<file path="src/rtl/cpu_types_pkg.sv">
// Shared CPU types: word/register widths and the register-file write request
// carried through the writeback arbiter.
package cpu_types_pkg;

  localparam int unsigned WORD_W = 32;
  localparam int unsigned REG_W  = 5;
  localparam int unsigned NREGS  = 32;

  typedef logic [WORD_W-1:0] word_t;
  typedef logic [REG_W-1:0]  regbits_t;
  typedef logic [NREGS-1:0]  regmask_t;

  typedef struct packed {
    regbits_t wsel;
    word_t    wdat;
  } rfw_req_t;

endpackage

</file>
<file path="src/rtl/rfw_fifo.sv">
// Small circular FIFO of register-file write requests, with a per-entry
// valid/wsel view so the owner can build a pending-write mask.
module rfw_fifo
  import cpu_types_pkg::*;
#(
  parameter int unsigned DEPTH = 4
) (
  input  logic                     clk_i,
  input  logic                     rst_ni,
  input  logic                     push_i,
  input  rfw_req_t                 push_data_i,
  input  logic                     pop_i,
  output rfw_req_t                 head_o,
  output logic [$clog2(DEPTH):0]   count_o,
  output logic                     full_o,
  output logic                     empty_o,
  output logic [DEPTH-1:0]         ent_valid_o,
  output regbits_t [DEPTH-1:0]     ent_wsel_o
);

  localparam int unsigned PW = $clog2(DEPTH);
  localparam logic [PW:0] FULL_CNT = (PW+1)'(DEPTH);

  rfw_req_t         mem_q [DEPTH];
  logic [DEPTH-1:0] valid_q, valid_d;
  logic [PW-1:0]    wptr_q, wptr_d;
  logic [PW-1:0]    rptr_q, rptr_d;
  logic [PW:0]      count_q, count_d;
  logic             do_push, do_pop;

  assign full_o  = (count_q == FULL_CNT);
  assign empty_o = (count_q == '0);
  assign do_push = push_i && !full_o;
  assign do_pop  = pop_i && !empty_o;
  assign count_o = count_q;
  assign head_o  = mem_q[rptr_q];
  assign ent_valid_o = valid_q;

  always_comb begin
    ent_wsel_o = '0;
    for (int unsigned i = 0; i < DEPTH; i++) begin
      ent_wsel_o[i] = mem_q[i].wsel;
    end
  end

  always_comb begin
    wptr_d  = wptr_q;
    rptr_d  = rptr_q;
    count_d = count_q;
    valid_d = valid_q;
    if (do_pop) begin
      rptr_d          = rptr_q + PW'(1);
      valid_d[rptr_q] = 1'b0;
    end
    if (do_push) begin
      wptr_d          = wptr_q + PW'(1);
      valid_d[wptr_q] = 1'b1;
    end
    case ({do_push, do_pop})
      2'b10:   count_d = count_q + (PW+1)'(1);
      2'b01:   count_d = count_q - (PW+1)'(1);
      default: count_d = count_q;
    endcase
  end

  always_ff @(posedge clk_i) begin
    if (!rst_ni) begin
      wptr_q  <= '0;
      rptr_q  <= '0;
      count_q <= '0;
      valid_q <= '0;
    end else begin
      wptr_q  <= wptr_d;
      rptr_q  <= rptr_d;
      count_q <= count_d;
      valid_q <= valid_d;
    end
  end

  // Payload storage needs no reset; valid_q gates every consumer.
  always_ff @(posedge clk_i) begin
    if (do_push) begin
      mem_q[wptr_q] <= push_data_i;
    end
  end

endmodule

</file>
<file path="src/rtl/rf_write_arbiter.sv">
// Shares the register-file write port between pipeline writeback (A, strict
// priority) and buffered mult/div results (B), with starvation relief and a busy mask.
module rf_write_arbiter
  import cpu_types_pkg::*;
#(
  parameter int unsigned DEPTH      = 4,
  parameter int unsigned STARVE_MAX = 8
) (
  input  logic                   CLK,
  input  logic                   nRST,
  input  logic                   a_wen,
  input  regbits_t               a_wsel,
  input  word_t                  a_wdat,
  input  logic                   b_valid,
  output logic                   b_ready,
  input  regbits_t               b_wsel,
  input  word_t                  b_wdat,
  output logic                   rf_wen,
  output regbits_t               rf_wsel,
  output word_t                  rf_wdat,
  output regmask_t               busy_mask,
  output logic                   pipe_stall,
  output logic [$clog2(DEPTH):0] fifo_count
);

  localparam int unsigned SW = $clog2(STARVE_MAX + 1);
  localparam logic [SW-1:0] STARVE_SAT = SW'(STARVE_MAX);
  localparam logic [SW-1:0] STARVE_HI  = SW'(STARVE_MAX - 1);

  logic                 a_win, push, pop;
  logic                 full, empty;
  rfw_req_t             head;
  logic [DEPTH-1:0]     ent_valid;
  regbits_t [DEPTH-1:0] ent_wsel;

  logic     rf_wen_q, rf_wen_d;
  regbits_t rf_wsel_q, rf_wsel_d;
  word_t    rf_wdat_q, rf_wdat_d;
  logic [SW-1:0] starve_q, starve_d;

  // Writes to r0 are architecturally void: an A write to r0 frees the port,
  // and a B result for r0 is acknowledged but never queued.
  assign a_win   = a_wen && (a_wsel != '0);
  assign b_ready = !full;
  assign push    = b_valid && b_ready && (b_wsel != '0);
  assign pop     = !a_win && !empty;

  rfw_fifo #(
    .DEPTH (DEPTH)
  ) u_fifo (
    .clk_i       (CLK),
    .rst_ni      (nRST),
    .push_i      (push),
    .push_data_i ('{wsel: b_wsel, wdat: b_wdat}),
    .pop_i       (pop),
    .head_o      (head),
    .count_o     (fifo_count),
    .full_o      (full),
    .empty_o     (empty),
    .ent_valid_o (ent_valid),
    .ent_wsel_o  (ent_wsel)
  );

  always_comb begin
    rf_wen_d  = 1'b0;
    rf_wsel_d = rf_wsel_q;
    rf_wdat_d = rf_wdat_q;
    if (a_win) begin
      rf_wen_d  = 1'b1;
      rf_wsel_d = a_wsel;
      rf_wdat_d = a_wdat;
    end else if (pop) begin
      rf_wen_d  = 1'b1;
      rf_wsel_d = head.wsel;
      rf_wdat_d = head.wdat;
    end
  end

  always_comb begin
    starve_d = starve_q;
    if (empty || pop) begin
      starve_d = '0;
    end else if (a_win && (starve_q != STARVE_SAT)) begin
      starve_d = starve_q + SW'(1);
    end
  end

  // Stays asserted while saturated so an ignoring pipeline keeps being asked.
  assign pipe_stall = a_win && (starve_q >= STARVE_HI);

  always_ff @(posedge CLK) begin
    if (!nRST) begin
      rf_wen_q  <= 1'b0;
      rf_wsel_q <= '0;
      rf_wdat_q <= '0;
      starve_q  <= '0;
    end else begin
      rf_wen_q  <= rf_wen_d;
      rf_wsel_q <= rf_wsel_d;
      rf_wdat_q <= rf_wdat_d;
      starve_q  <= starve_d;
    end
  end

  assign rf_wen  = rf_wen_q;
  assign rf_wsel = rf_wsel_q;
  assign rf_wdat = rf_wdat_q;

  always_comb begin
    busy_mask = '0;
    for (int unsigned i = 0; i < DEPTH; i++) begin
      if (ent_valid[i]) begin
        busy_mask[ent_wsel[i]] = 1'b1;
      end
    end
    if (rf_wen_q) begin
      busy_mask[rf_wsel_q] = 1'b1;
    end
    busy_mask[0] = 1'b0;
  end

endmodule

</file>
<file path="config.mk">
export PLATFORM = sky130hd
export DESIGN_NAME = rf_write_arbiter
export DESIGN_NICKNAME = d
export VERILOG_FILES = /design/src/rtl/cpu_types_pkg.sv /design/src/rtl/rfw_fifo.sv /design/src/rtl/rf_write_arbiter.sv
export SDC_FILE = /design/constraint.sdc
export NUM_CORES = 1
export LEC_CHECK = 0
export BUFFER_PORTS_ARGS = -buffer_cell sky130_fd_sc_hd__clkbuf_2
export CORE_UTILIZATION = 51
export CTS_BUF_LIST = sky130_fd_sc_hd__clkbuf_16
export DETAILED_ROUTE_END_ITERATION = 16
export PLACE_DENSITY = 0.87
export SLEW_MARGIN = 20
export SYNTH_ARGS = -nofsm -noshare
export SYNTH_HDL_FRONTEND = slang
export SYNTH_SLANG_ARGS = --single-unit
</file>
<file path="constraint.sdc">
create_clock -name CLK -period 2.5 [get_ports CLK]
set_input_delay 0.25 -clock CLK [delete_from_list [all_inputs] [get_ports CLK]]
set_output_delay 0.25 -clock CLK [all_outputs]
set_load 0.005 [all_outputs]
</file>
==> results of run 1 <==
Yosys cell counts, types with 5 or more instances:
cell      instances  area [µm²]
nor3_1            9        45.0
o21ai_0          40         200
and3_1            5        31.3
nand3_1          28         140
ha_1             11         138
mux4_2           37         833
nand2_1          62         233
o21a_1            5        37.5
nand3b_1         23         173
o221ai_1         16         140
o22ai_1          16         100
or3b_2            5        43.8
a21oi_2          20         175
buf_2            10        50.1
dfxtp_1          55        1100
nor3b_1          20         150
a22oi_1          29         218
and2_1           11        68.8
clkbuf_1         30         113
edfxtp_1        148        4440
inv_1            15        56.3
a21oi_1          51         255
nor2_1           42         158
where the power goes:
group	internal, mW	total, mW	switching (mW)
clock network	1.70	2.90	1.20
logic	1.07	2.55	1.48
registers	4.04	4.40	0.357
path summary, 6_finish.rpt:
path / endpoint / cells after the start / slack [ns] / from
worst max register to register: u_fifo.count_o[2] / 9 / 0.26 / u_fifo.count_o[2]
worst max-delay path: busy_mask[17] / 5 / 0.09 / u_fifo.ent_valid_o[1]
worst min register to register: starve_q[1] / 2 / 0.50 / starve_q[1]
worst min-delay path: u_fifo.mem_q[2][19] / 1 / 0.004 / b_wdat[19]
what timing repair did:
item / CTS / global route
setup endpoints to repair: 0 / 1
hold buffers: 28 / 0
resized for setup: 0 / 3
hold endpoints to repair: 112 / 0
kinds of logic (layout without fill, tap and decap cells):
kind of cell             after synthesis  in the layout  synth area share (%)
other                                  1              3                0.0405
flip-flops                           203            203                  59.9
multiplexers                          41             41                  9.43
adder cells (fa/ha/maj)               12             12                  1.70
buffers and inverters                 64            251                  3.13
AO/OA/AOI/OAI                        188            188                  13.1
AND/OR/NAND/NOR                      217            217                  12.2
XOR/XNOR                               6              6                 0.567
routing by layer:
layer / up-vias / global-route usage, % / share of wire [%] / wire (µm)
li1: 3154 / - / - / -
met1: 3442 / 33.5 / 38 / 9470
met2: 457 / 45.2 / 50 / 12400
met3: 71 / 5.11 / 9.5 / 2350
met4: 0 / 10.7 / 2.6 / 651
met5: - / 0 / 0 / 0
flip-flops by register name, indices dropped and copies added (netlist names), named ones only:
name,flops
rf_wdat,32
rf_wen,1
rf_wsel,5
starve_q,4
u_fifo.count_o,3
u_fifo.ent_valid_o,4
u_fifo.mem_q,148
u_fifo.rptr_q,2
u_fifo.wptr_q,2
worst max-delay path, delay by kind of cell (launching register included):
kind                   cells  cell delay, ns
flip-flops                 1            0.50
AO/OA/AOI/OAI              1            0.22
AND/OR/NAND/NOR            2            0.68
buffers and inverters      2            0.28
stage by stage:
stage	power, mW	hold WS (ns)	cells	util, %
6_report	9.85	0.00439	1146	64.0
4_1_cts	9.84	0.000843	1145	64.0
2_1_floorplan	5.94	0.349	732	-
5_1_grt	10.2	0.00290	1145	64.0
3_3_place_gp	6.82	0.467	1083	58.8
3_5_place_dp	6.91	0.471	1083	58.8
area by class of cell:
cell class | instances | area share, %
Clock buffer | 19 | 4.23
Inverter | 15 | 0.502
Multi-Input combinational cell | 465 | 30.8
Antenna cell | 2 | 0.0446
Tap cell | 225 | 2.51
Timing Repair Buffer | 202 | 11.1
Sequential cell | 203 | 49.4
Clock inverter | 15 | 1.37
==> results.md, run 1 <==
- Status: completed
- Multi-input gate area: about 3500 µm²
- Crit start category: flip-flop
- Vias in the first global route: between 6,000 and 7,000
- CP Capture Type: output pin
- Gr ovfl total: 0
- Drt drc: 0
- Slowest stage delay, CP: between 0.5 and 0.6 ns
- # fillers: 1,251
- Relative slew slack: 27.0%
- Final wirelength: 24,900 µm
- First drt pass iteration count: 5
- Antenna viol nets, final: 0
- Seq. cell area: between 5000 and 6000 µm²
- Hpwl dp: between 15,000 and 20,000 µm
- Post-synth top flop: edfxtp_1
- # setup viols final: 0
- Final Skew: 0.00963 ns
- Global placement routability congestion: between 0.9 and 1
- Crit Path Max Fanout: 7
- Chip width: 137 µm
- Hold Path Class: input port to flip-flop
- # nets final: 996
- I/O pin total: about 150
- Mapped Cells: 732
- Die Span Y: 137 µm
- Worst-path clk slew: 0.07 ns
- Slew Limit Fails: 0
- Design area: 11,200 µm²
- Worst setup slack after placement: -0.0299 ns
- DP Area: ~10,000 µm²
- Tmin final: approximately 2.4 ns
- Routed vias/inst: between 6 and 7
- CTS tree: built
- Max Clock Freq: 414 MHz
- Distinct cells, synth: 45
- Vias: 7,124
- Overall Global Routing Usage: 26.6%
- Mapped Area: approximately 9300 µm²
- Final period utilization: a little over nine tenths
- Data arrival, critical path: 2.16 ns
- H-tree depth: 1
- Clk buf depth: 3
- Post CTS Setup Buffer Count: 0
- Critical path class: flip-flop to output pin
- Setup TNS: 0 ns
- Critical Path RT: 2.25 ns
- Initial Util: between 50% and 60%
- Max-cap violations: 0
- PD cells: around 900 nW/µm²
- Port bufs: 151
- Largest net degree at the start of global routing: 52
- Initial antenna violation count: 1
- Post-synth EDFFs: 148
- P&R area growth vs syn: 21.2%
- CTS Buf Count: 19
- Global-route wire length before repair: 37,400 µm
- Layout cells sized above 1: around 30%
- Initial drt markers: roughly 620
- Core ar.: roughly 18,000 µm²
- Clk root buf: clkbuf_16
- Cell leakage power: 4.05 nW
- Net Count, Synth: just over 800
- CTS Sinks: around 200
- Avg Inst Size Synth: between 10 and 15 µm²
- Avg WL per Cell: ~22 µm
- Commonest non-fill, non-tap cell in the layout: clkbuf_2
- Final worst slack: between 0.08 and 0.09 ns
- CP cell instances: inv_1 > nor3b_1 > a222oi_1 > nand2_1 > clkbuf_2
- Synth warn: 0
- Asr flop ratio synth: 0%
- Die Area: ~19,000 µm²
- Worst slew pin tran: about 1.1 ns
- Final hold violation count: 0
- Slowest cell on crit path: nor3b_1
- Num rows: 48
- RSZ-0062 raised after global routing: no
- Synth Register Bits: ~200
- Clock latency on the worst-skew pair: roughly 0.48 ns
- Peak supply drop: between 0.0007 and 0.0008 V
- Post-synthesis sequential area ratio: 59.9%
- Commonest cells after routing, fill and taps aside: 150 x clkbuf_2, 148 x edfxtp_1, 62 x nand2_1, 53 x dfxtp_1, 51 x a21oi_1
(Power assumes the default switching activity.)
==> inputs of run 2 (changes only) <==
- REMOVE_ABC_BUFFERS: not set -> 1
- SKIP_CTS_REPAIR_TIMING: not set -> 1
==> run 2 against run 1 <==
Net effect: flip-flop and latch count did not move; hold slack worse by 0.0014 ns; cell count is 0.79% lower; highest routed layer unchanged; combinational power increased by 2%; count of clock-buffer cells in the layout up 1.
==> results.md, run 2 (synthesis results as in run 1) <==
- Status: completed
- Antenna viol nets, final: 0
- # setup viols final: 0
- CTS Buf Count: 19
- Reg2reg path depth: 9
- Drt drc: 0
- Worst slew pin tran: 1.01 ns
- PD cells: ~880 nW/µm²
- Max FFs per register: approximately 150
- Gr ovfl total: 0
- Num rows: 48
- Relative slew slack: ~32%
- Final hold violation count: 0
- CP Capture Type: flip-flop
- Worst setup path end: u_fifo.count_o[2]
- Worst-path clk slew: ~0.070 ns
- Final period utilization: between 90% and 100%
- Combinational power share: between 20% and 30%
- # nets final: 989
- Design area: between 10,000 and 15,000 µm²
- Clock power share: 29.6%
- Final wirelength: around 26,000 µm
- Initial drt markers: ~870
- Flop pwr share: about 44%
- Clk root buf: clkbuf_16
- Initial Util: 52.8%
- Critical Path RT: about 2.9 ns
- Critical Path Source: u_fifo.count_o[1]
- Critical path class: flip-flop to flip-flop
- Hpwl dp: 16,800 µm
- Overall Global Routing Usage: between 20% and 30%
- Crit start category: flip-flop
- Register bank with the most flops: u_fifo.mem_q
- Reg2Reg Launch Point: u_fifo.count_o[1]
- DP Area: around 10,000 µm²
- Vias in the first global route: a little under 7,000
- Cell leakage power: about 4.0 nW
- Data arrival, critical path: between 2 and 3 ns
- P&R area growth vs syn: 20.7%
- Clk buf depth: 3
- Ant diodes: 0
- Vias: 7,165
- CTS Sinks: 203
- Commonest cells after routing, fill and taps aside: 151 x clkbuf_2, 148 x edfxtp_1, 62 x nand2_1, 52 x dfxtp_1, 51 x a21oi_1
- Die Span Y: between 100 and 150 µm
- CTS tree: built
- Max Clock Freq: 417 MHz
- First drt pass iteration count: 6
- Initial antenna violation count: 0
- Avg WL per Cell: 22.9 µm
- Crit Path Max Fanout: 6
- Largest net degree at the start of global routing: 52
- H-tree depth: 1
- Int Power: approximately 6.8 mW
- Chip width: about 140 µm
- Max-cap violations: 0
- Peak supply drop: 0.000732 V
- Tmin final: ~2.4 ns
- Core ar.: 17,500 µm²
- Global placement routability congestion: a little over 0.9
- Global-route wire length before repair: roughly 39,000 µm
- Commonest non-fill, non-tap cell in the layout: clkbuf_2
- Hold Path Class: input port to flip-flop
- Slew Limit Fails: 0
- Final Skew: roughly 0.016 ns
- P_sw: about 3.1 mW
- Clock latency on the worst-skew pair: approximately 0.49 ns
- Final worst slack: roughly 0.10 ns
- Routed vias/inst: 6.30
- Port bufs: 151
- Worst flop-to-flop path endpoint: u_fifo.count_o[2]
- RSZ-0062 raised after global routing: no
- Net Sw Frac: 31.4%
- Final Power: roughly 9.9 mW
- R2R setup slack: around 0.10 ns
- Layout cells sized above 1: between 30% and 40%
- I/O pin total: between 150 and 200
- Die Area: around 19,000 µm²
- Worst setup slack after placement: -0.0341 ns
run 2: cell types whose count changed in the layout (fill, tap and decap cells not counted), sizes merged, moves of 4 or more:
cell,before,now
dlygate4sd3,28,24
inv,23,17
buf,24,20
clkinvlp,0,4
run 2: worst min-delay path by stage:
| stage | from | to | slack, ns | depth (start not counted) |
|---|---|---|---|---|
| after floorplan | b_wdat[0] | u_fifo.mem_q[0][0] | 0.35 | 0 |
| after global placement | b_wdat[28] | u_fifo.mem_q[2][28] | 0.47 | 1 |
| after detailed placement | b_wdat[13] | u_fifo.mem_q[3][13] | 0.47 | 1 |
| after CTS | b_wdat[13] | u_fifo.mem_q[1][13] | -0.03 | 1 |
| after global routing | b_wdat[10] | u_fifo.mem_q[3][10] | -0.003 | 1 |
| final | b_wdat[20] | u_fifo.mem_q[2][20] | 0.003 | 1 |
run 2: through the flow:
stage / instances / hold slack, ns / util [%] / TNS (ns)
after floorplan: 683 / 0.349 / - / -0.422
after detailed placement: 1079 / 0.471 / 58.8 / -0.0341
after global placement: 1079 / 0.468 / 58.8 / 0
after CTS: 1113 / -0.0308 / 62.4 / 0
final: 1137 / 0.00302 / 63.8 / 0
after global routing: 1137 / -0.00347 / 63.8 / 0
run 2: metal layers:
metal	global-route usage, %	up-vias	wire [µm]
li1	-	3144	-
met1	35.3	3474	9780
met5	0	-	0
met2	45.7	463	13100
met4	12.2	0	1010
met3	4.78	84	2200
run 2: power by group through the flow:
stage                     Combinational (mW)  Clock, mW  Sequential [mW]
after detailed placement                2.54          0             4.40
after global placement                  2.46          0             4.37
after floorplan                         1.40          0             4.44
final                                   2.60       2.92             4.35
after CTS                               2.57       2.92             4.34
after global routing                    2.81       3.06             4.39
run 2: worst max-delay path, stage by stage (launching register included):
cell      delay (ns)
dfxtp_2         0.36
or3b_2          0.49
o211a_1         0.15
inv_1           0.05
ha_1            0.17
inv_1           0.07
fa_1            0.38
xor2_1          0.16
or3_1           0.31
a21boi_0        0.18
run 2: layout make-up:
cell class / count / area (µm²)
fill: 1279 / 6350
sequential: 203 / 5550
multi-input combinational: 465 / 3450
timing repair buffer: 195 / 1220
clock buffer: 20 / 500
tap: 225 / 282
clock inverter: 14 / 128
inverter: 15 / 56.3
